### src/rtl/vc_input_port_buffers.sv
// Multi-VC input buffer bank for one router input port: per-VC FWFT FIFO,
// packet FSM (IDLE/VA/SA), write-side protocol checks and credit return.

package vc_input_port_buffers_pkg;
  localparam int DATA_W  = 16;
  localparam int VC_ID_W = 4;

  typedef enum logic [1:0] {HEAD = 2'd0, BODY = 2'd1, TAIL = 2'd2, HEADTAIL = 2'd3} flit_label_t;
  typedef enum logic [2:0] {LOCAL = 3'd0, NORTH = 3'd1, SOUTH = 3'd2, EAST = 3'd3, WEST = 3'd4} port_t;

  typedef struct packed {
    flit_label_t          flit_label;
    logic [VC_ID_W-1:0]   vc_id;
    logic [DATA_W-1:0]    data;
  } flit_t;

  typedef struct packed {
    flit_label_t          flit_label;
    logic [DATA_W-1:0]    data;
    port_t                out_port;
  } entry_t;

  typedef enum logic [1:0] {IDLE = 2'd0, VA = 2'd1, SA = 2'd2} vc_state_t;
endpackage

// One virtual channel: FIFO storage, packet FSM and error detection.
// Pops are granted by the parent so that at most one VC pops per cycle.
module vc_input_port_buffers_lane
  import vc_input_port_buffers_pkg::*;
#(
  parameter int BUFFER_SIZE = 8,
  parameter int VC_SIZE     = 1
) (
  input  logic               clk,
  input  logic               rst,
  input  logic               wr_i,
  input  flit_label_t        wr_label_i,
  input  logic [DATA_W-1:0]  wr_data_i,
  input  port_t              wr_port_i,
  input  logic               read_i,
  input  logic               rd_blk_i,
  input  logic               vc_valid_i,
  input  logic [VC_SIZE-1:0] vc_new_i,
  input  logic               pop_i,
  output flit_t              data_o,
  output port_t              out_port_o,
  output logic [VC_SIZE-1:0] downstream_vc_o,
  output logic               vc_request_o,
  output logic               switch_request_o,
  output logic               vc_allocatable_o,
  output logic               is_empty_o,
  output logic               is_full_o,
  output logic               error_o,
  output logic               rd_ok_o,
  output logic               disc_req_o
);
  localparam int            PW       = $clog2(BUFFER_SIZE);
  localparam logic [PW:0]   FULL_CNT = (PW+1)'(BUFFER_SIZE);

  entry_t             mem_q [BUFFER_SIZE];
  logic [PW-1:0]      rd_ptr_q, wr_ptr_q;
  logic [PW:0]        cnt_q, cnt_d;
  logic               in_pkt_q, in_pkt_d;
  vc_state_t          state_q, state_d;
  port_t              out_port_q;
  logic [VC_SIZE-1:0] dvc_q;
  logic               alloc_q, err_q, err_d;

  entry_t front;
  logic   empty, full, front_head, front_tail;
  logic   wr_lbl_err, wr_full_err, wr_acc;

  assign front      = mem_q[rd_ptr_q];
  assign empty      = (cnt_q == '0);
  assign full       = (cnt_q == FULL_CNT);
  assign front_head = (front.flit_label == HEAD) || (front.flit_label == HEADTAIL);
  assign front_tail = (front.flit_label == TAIL) || (front.flit_label == HEADTAIL);

  assign rd_ok_o    = read_i && !rd_blk_i && (state_q == SA) && !empty;
  assign disc_req_o = (state_q == IDLE) && !empty && !front_head;

  // Write acceptance: packet framing check, then room (a same-cycle pop frees a slot)
  always_comb begin
    wr_lbl_err  = wr_i && (((wr_label_i == HEAD) && in_pkt_q) ||
                           (((wr_label_i == BODY) || (wr_label_i == TAIL)) && !in_pkt_q));
    wr_full_err = wr_i && !wr_lbl_err && full && !pop_i;
    wr_acc      = wr_i && !wr_lbl_err && !wr_full_err;
    in_pkt_d    = in_pkt_q;
    if (wr_acc && (wr_label_i == HEAD)) in_pkt_d = 1'b1;
    if (wr_acc && (wr_label_i == TAIL)) in_pkt_d = 1'b0;
    cnt_d = cnt_q;
    if (wr_acc && !pop_i) cnt_d = cnt_q + 1'b1;
    if (!wr_acc && pop_i) cnt_d = cnt_q - 1'b1;
    err_d = wr_lbl_err || wr_full_err || (read_i && !rd_ok_o) ||
            (vc_valid_i && (state_q != VA)) || (pop_i && (state_q == IDLE));
  end

  // FIFO storage (no reset needed: validity is tracked by cnt_q)
  always_ff @(posedge clk) begin
    if (wr_acc) mem_q[wr_ptr_q] <= '{flit_label: wr_label_i, data: wr_data_i, out_port: wr_port_i};
  end

  // FIFO pointers, packet-open flag, error and release pulses
  always_ff @(posedge clk) begin
    if (rst) begin
      rd_ptr_q <= '0;
      wr_ptr_q <= '0;
      cnt_q    <= '0;
      in_pkt_q <= 1'b0;
      err_q    <= 1'b0;
      alloc_q  <= 1'b0;
    end else begin
      if (wr_acc) wr_ptr_q <= wr_ptr_q + 1'b1;
      if (pop_i)  rd_ptr_q <= rd_ptr_q + 1'b1;
      cnt_q    <= cnt_d;
      in_pkt_q <= in_pkt_d;
      err_q    <= err_d;
      alloc_q  <= (state_q == SA) && pop_i && front_tail;
    end
  end

  // FSM state register
  always_ff @(posedge clk) begin
    if (rst) state_q <= IDLE;
    else     state_q <= state_d;
  end

  // FSM next state: IDLE waits for a head, VA for a grant, SA until the tail pops
  always_comb begin
    state_d = state_q;
    case (state_q)
      IDLE:    if (!empty && front_head) state_d = VA;
      VA:      if (vc_valid_i) state_d = SA;
      SA:      if (pop_i && front_tail) state_d = IDLE;
      default: state_d = IDLE;
    endcase
  end

  // FSM outputs: allocator requests
  always_comb begin
    vc_request_o     = (state_q == VA);
    switch_request_o = (state_q == SA) && !empty;
  end

  // Route and downstream VC latched on FSM transitions
  always_ff @(posedge clk) begin
    if (rst) begin
      out_port_q <= LOCAL;
      dvc_q      <= '0;
    end else begin
      if ((state_q == IDLE) && !empty && front_head) out_port_q <= front.out_port;
      if ((state_q == VA) && vc_valid_i)             dvc_q      <= vc_new_i;
    end
  end

  assign data_o           = '{flit_label: front.flit_label, vc_id: VC_ID_W'(dvc_q), data: front.data};
  assign out_port_o       = out_port_q;
  assign downstream_vc_o  = dvc_q;
  assign vc_allocatable_o = alloc_q;
  assign is_empty_o       = empty;
  assign is_full_o        = full;
  assign error_o          = err_q;
endmodule

// Top: VC lanes plus read validation, pop arbitration and credit return.
module vc_input_port_buffers
  import vc_input_port_buffers_pkg::*;
#(
  parameter int VC_NUM      = 2,
  parameter int BUFFER_SIZE = 8,
  parameter int VC_SIZE     = $clog2(VC_NUM)
) (
  input  logic                            clk,
  input  logic                            rst,
  input  flit_t                           data_i,
  input  logic                            write_i,
  input  port_t                           out_port_i,
  input  logic [VC_NUM-1:0]               read_i,
  input  logic [VC_NUM-1:0]               vc_valid_i,
  input  logic [VC_NUM-1:0][VC_SIZE-1:0]  vc_new_i,
  output flit_t [VC_NUM-1:0]              data_o,
  output port_t [VC_NUM-1:0]              out_port_o,
  output logic [VC_NUM-1:0][VC_SIZE-1:0]  downstream_vc_o,
  output logic [VC_NUM-1:0]               vc_request_o,
  output logic [VC_NUM-1:0]               switch_request_o,
  output logic [VC_NUM-1:0]               vc_allocatable_o,
  output logic                            credit_valid_o,
  output logic [VC_SIZE-1:0]              credit_vc_o,
  output logic [VC_NUM-1:0]               is_empty_o,
  output logic [VC_NUM-1:0]               is_full_o,
  output logic [VC_NUM-1:0]               error_o
);
  logic [VC_NUM-1:0]  rd_ok, disc_req, disc_gnt, pop;
  logic               multi_rd;
  logic [VC_SIZE-1:0] pop_idx;
  logic               credit_valid_q;
  logic [VC_SIZE-1:0] credit_vc_q;

  // A multi-hot switch grant is rejected outright
  assign multi_rd = |(read_i & (read_i - VC_NUM'(1)));

  // Single pop per cycle: a granted read wins; otherwise the lowest IDLE discard
  always_comb begin
    disc_gnt = (|rd_ok) ? '0 : (disc_req & (~disc_req + VC_NUM'(1)));
    pop      = rd_ok | disc_gnt;
    pop_idx  = '0;
    for (int v = 0; v < VC_NUM; v++) if (pop[v]) pop_idx = VC_SIZE'(v);
  end

  for (genvar v = 0; v < VC_NUM; v++) begin : g_vc
    vc_input_port_buffers_lane #(.BUFFER_SIZE(BUFFER_SIZE), .VC_SIZE(VC_SIZE)) u_lane (
      .clk              (clk),
      .rst              (rst),
      .wr_i             (write_i && (data_i.vc_id == VC_ID_W'(v))),
      .wr_label_i       (data_i.flit_label),
      .wr_data_i        (data_i.data),
      .wr_port_i        (out_port_i),
      .read_i           (read_i[v]),
      .rd_blk_i         (multi_rd),
      .vc_valid_i       (vc_valid_i[v]),
      .vc_new_i         (vc_new_i[v]),
      .pop_i            (pop[v]),
      .data_o           (data_o[v]),
      .out_port_o       (out_port_o[v]),
      .downstream_vc_o  (downstream_vc_o[v]),
      .vc_request_o     (vc_request_o[v]),
      .switch_request_o (switch_request_o[v]),
      .vc_allocatable_o (vc_allocatable_o[v]),
      .is_empty_o       (is_empty_o[v]),
      .is_full_o        (is_full_o[v]),
      .error_o          (error_o[v]),
      .rd_ok_o          (rd_ok[v]),
      .disc_req_o       (disc_req[v])
    );
  end

  // Credit strobe for the slot freed by this cycle's pop
  always_ff @(posedge clk) begin
    if (rst) begin
      credit_valid_q <= 1'b0;
      credit_vc_q    <= '0;
    end else begin
      credit_valid_q <= |pop;
      credit_vc_q    <= pop_idx;
    end
  end

  assign credit_valid_o = credit_valid_q;
  assign credit_vc_o    = credit_vc_q;
endmodule

### config.mk
export PLATFORM = sky130hd
export DESIGN_NAME = vc_input_port_buffers
export DESIGN_NICKNAME = d
export VERILOG_FILES = /design/src/rtl/vc_input_port_buffers.sv
export SDC_FILE = /design/constraint.sdc
export NUM_CORES = 1
export LEC_CHECK = 0
export ABC_AREA = 1
export CAP_MARGIN = 25
export CORE_MARGIN = 3
export CORE_UTILIZATION = 60
export DETAILED_ROUTE_END_ITERATION = 8
export PLACE_DENSITY_LB_ADDON = 0.05
export SETUP_SLACK_MARGIN = 0.4
export SYNTH_ARGS = -nofsm -noshare
export SYNTH_HDL_FRONTEND = slang
export SYNTH_SLANG_ARGS = --single-unit
### constraint.sdc
create_clock -name clk -period 7.1 [get_ports clk]
set_input_delay 0.71 -clock clk [delete_from_list [all_inputs] [get_ports clk]]
set_output_delay 0.71 -clock clk [all_outputs]
set_load 0.02 [all_outputs]
==> results.py <==
metrics = {
    "status": {
        "status": "finished, final reports clean",
    },
    "layout": {
        "drive_above_1_share_pct": 9.31,
        "antenna_cells": 0,
        "fillCellCount": 1792,
        "nets": 1417,
        "area_growth_pct": 14.3,
    },
    "setup_path": {
        "path_class": "reg -> reg",
        "cp-start-kind": "flop",
        "regToRegSetupSlack_ns": 2.38,
        "endpoint_kind": "flop",
        "reg2reg_to": "g_vc[1].u_lane.mem_q[0][15]$_DFFE_PP_",
        "required_ns": 7.31,
        "arrival_ns": 4.93,
        "worst-path-max-fanout": 85,
        "r2r_cells": 17,
    },
    "logic_synthesis": {
        "synth_cell_types": 40,
        "synthArstFlopShare_pct": 0,
        "synth.cell_area_um2": 15700,
        "synth_warnings": 0,
        "dominantRegCellSynth": "edfxtp_1",
        "syn_inst": 1324,
        "ys_ff_latch": 382,
        "synth_edf_count": 336,
        "ys_top_cells_by_area": "edfxtp_1, nor2_1, dfxtp_1, o21ai_0, buf_4",
        "synth_most_common_cell": "edfxtp_1",
        "synth_top_area_cell": "edfxtp_1",
        "syn-mean-instance-area_um2": 11.9,
        "ys_seq_area_share_pct": 70.2,
        "synth_top_area_share_pct": 64.3,
        "synth_common_cells": "edfxtp_1, nor2_1, o21ai_0, buf_4, inv_1",
    },
    "timing": {
        "rsz0062_at_grt": "no",
        "fin_tns_setup_ns": 0,
        "clock_skew_ns": 0.00702,
        "fin_crit_sh_pct": 66.5,
        "fin_hold_ws_ns": 0.467,
        "worst_slew_pin_slew_ns": 0.979,
        "slew-limit-headroom_pct": 34.3,
        "post-route-min-period_ns": 4.72,
        "drv_slew": 0,
        "setup_violations": 0,
        "hold_viol": 0,
        "fmax_ghz": 0.212,
    },
    "grt": {
        "grt_start_max_net_pins": 86,
        "grt_pass1_wl_mm": 52.5,
        "grtUsageMet1_pct": 34.7,
        "use_met3_pct": 3.38,
        "grt_overflow": 0,
        "busiest_layer": "met2",
        "antenna_found_initial": 0,
        "grt_pass1_vias": 9699,
        "grtUsageTotal_pct": 23.2,
        "use_met2_pct": 36.5,
    },
    "drt": {
        "post_drt_wl_per_cell_um": 19.0,
        "vias": 9954,
        "ant_nets": 0,
        "dr.first_iter.drc_count": 985,
        "viasPerCell": 5.77,
        "drt_wl_total_mm": 32.7,
        "drcViolationCount": 0,
        "dr.pass1.iters": 5,
    },
    "clocking": {
        "cts.clk_slew.worst_paths_ns": 0.06,
        "cts_hold_buf": 0,
        "root_buffer": "clkbuf_16",
        "cts_setup_buffers": 0,
        "h-tree-depth": 2,
        "cts_resized": 0,
        "clock_path_buffers": 3,
        "cts.sinks": 382,
        "cts_made_buffers": 39,
        "tritoncts": "yes",
        "clock_latency_ns": 0.52,
    },
    "floorplanning": {
        "initial_utilization_pct": 61.6,
        "die_area_um2": 28100,
        "chipWidth_um": 168,
        "io_pins": 100,
        "die_h_um": 168,
        "rows": 58,
        "core_um2": 25500,
    },
    "power_and_ir_drop": {
        "ir_drop_uv": 242,
        "power.density_nw_per_um2": 349,
        "power.leakage_nw": 6.24,
    },
    "min_path": {
        "holdCritStartpoint": "g_vc[0].u_lane.out_port_o[2]$_SDFFE_PP0P_",
        "hold_end": "g_vc[0].u_lane.out_port_o[2]$_SDFFE_PP0P_",
        "worstHoldPathType": "reg -> reg",
        "whs_path_depth": 2,
    },
    "placed_design": {
        "gp_congestion": 0.812,
        "hpwl_mm": 19.6,
        "port_buffers": 93,
    },
    "flow_run": {
        "drv_cap": 0,
    },
}
## worst max-delay path by stage
stage | start | endpoint | slack, ns | cells past startpoint
after floorplan | flop | g_vc[1].u_lane.mem_q[0][0]$_DFFE_PP_ | 2.90 | 16
after global placement | flop | g_vc[0].u_lane.mem_q[0][12]$_DFFE_PP_ | 2.38 | 19
after detailed placement | flop | g_vc[0].u_lane.mem_q[2][9]$_DFFE_PP_ | 2.33 | 19
after CTS | flop | g_vc[0].u_lane.mem_q[2][3]$_DFFE_PP_ | 2.32 | 19
after global routing | flop | g_vc[1].u_lane.mem_q[0][17]$_DFFE_PP_ | 1.92 | 17
final | flop | g_vc[1].u_lane.mem_q[0][15]$_DFFE_PP_ | 2.38 | 17
## placed cells by master (no fill, tap or decap), types with 3 or more instances in the layout
| cell | count |
|---|---|
| edfxtp_1 | 336 |
| nor3_2 | 8 |
| o221ai_1 | 6 |
| nand2_2 | 7 |
| buf_8 | 6 |
| o211ai_1 | 5 |
| clkinv_1 | 10 |
| nor3_1 | 5 |
| clkinv_2 | 8 |
| clkbuf_1 | 6 |
| nand2_1 | 56 |
| o22ai_1 | 42 |
| nand4_1 | 3 |
| dfxtp_1 | 44 |
| buf_4 | 19 |
| o21ai_0 | 184 |
| ha_1 | 14 |
| nor2_1 | 301 |
| inv_1 | 58 |
| bufinv_16 | 4 |
| nand3_1 | 20 |
| clkbuf_16 | 41 |
| nor2_4 | 3 |
| conb_1 | 6 |
| nand2_4 | 4 |
| clkdlybuf4s50_1 | 93 |
| nor2_2 | 9 |
| inv_2 | 5 |
| a21oi_1 | 32 |
| a31oi_1 | 37 |
## cell families (layout without fill, tap and decap cells)
logic type | after synthesis | in the layout | share of synthesized area [%]
AOI/OAI and AO/OA | 309 | 309 | 10.8
xor gates and xnor gates | 3 | 3 | 0.167
adders and majority gates | 16 | 16 | 1.37
buffers and inverters | 188 | 255 | 6.00
DFF | 382 | 382 | 70.2
other | 1 | 6 | 0.0239
and+or+nand+nor | 425 | 425 | 11.5
## registers in the layout, summed over array words and instances (netlist names), named ones only
name,count
g_vc.u_lane.rd_ptr_q,6
g_vc.u_lane.vc_allocatable_o,2
g_vc.u_lane.out_port_o,6
credit_vc_o,1
g_vc.u_lane.wr_ptr_q,6
g_vc.u_lane.in_pkt_q,2
g_vc.u_lane.state_q,4
g_vc.u_lane.mem_q,336
credit_valid_o,1
g_vc.u_lane.cnt_q,8
g_vc.u_lane.downstream_vc_o,2
g_vc.u_lane.error_o,2
## critical path, cell delays in order, from the launching register on
cell and delay [ns]:
dfxtp_2 0.30, buf_4 0.36, inv_2 0.11, buf_4 0.59, o21ai_0 0.18, o22ai_1 0.14, inv_1 0.05, o21ai_0 0.30
inv_1 0.08, ha_1 0.30, nor3_1 0.04, nand2_1 0.16, nand3_2 0.14, nand3_2 0.13, nand2_4 0.09, or2_4 0.27
nor3_2 0.74, buf_4 0.36
## metrics by stage
stage               setup slack [ns]  power (W)  cells  area [um^2]  util (%)
global route                    1.92    0.00657   1726        17900      70.4
CTS                             2.32    0.00628   1721        17900      70.1
floorplan                       2.90    0.00385   1329        15700         -
finish                          2.38    0.00626   1726        17900      70.4
global placement                2.38    0.00425   1649        16600      65.0
detailed placement              2.33    0.00428   1651        16600      65.1
## metal layers
layer | part of all wire (%) | wire [um]
met3 | 6.2 | 2020
met5 | 0 | 0
met2 | 47 | 15300
met4 | 2.0 | 660
met1 | 45 | 14800
## report_power, final
part	internal, W	leakage [nW]	total, W	switching, W
Clock	0.00120	0.615	0.00201	0.000815
Sequential	0.00250	3.40	0.00256	0.0000577
Combinational	0.000609	2.23	0.00168	0.00107
Total	0.00431	6.24	0.00626	0.00195
## cell type report
class	count	area [um^2]	area share [%]
Sequential cell	382	11000	61.4
Multi-Input combinational cell	759	3810	21.2
Timing Repair Buffer	119	1190	6.64
Clock buffer	47	1050	5.84
Tap cell	330	413	2.30
Inverter	66	254	1.42
Clock inverter	23	213	1.19
Power figures use the tool's default switching activity.
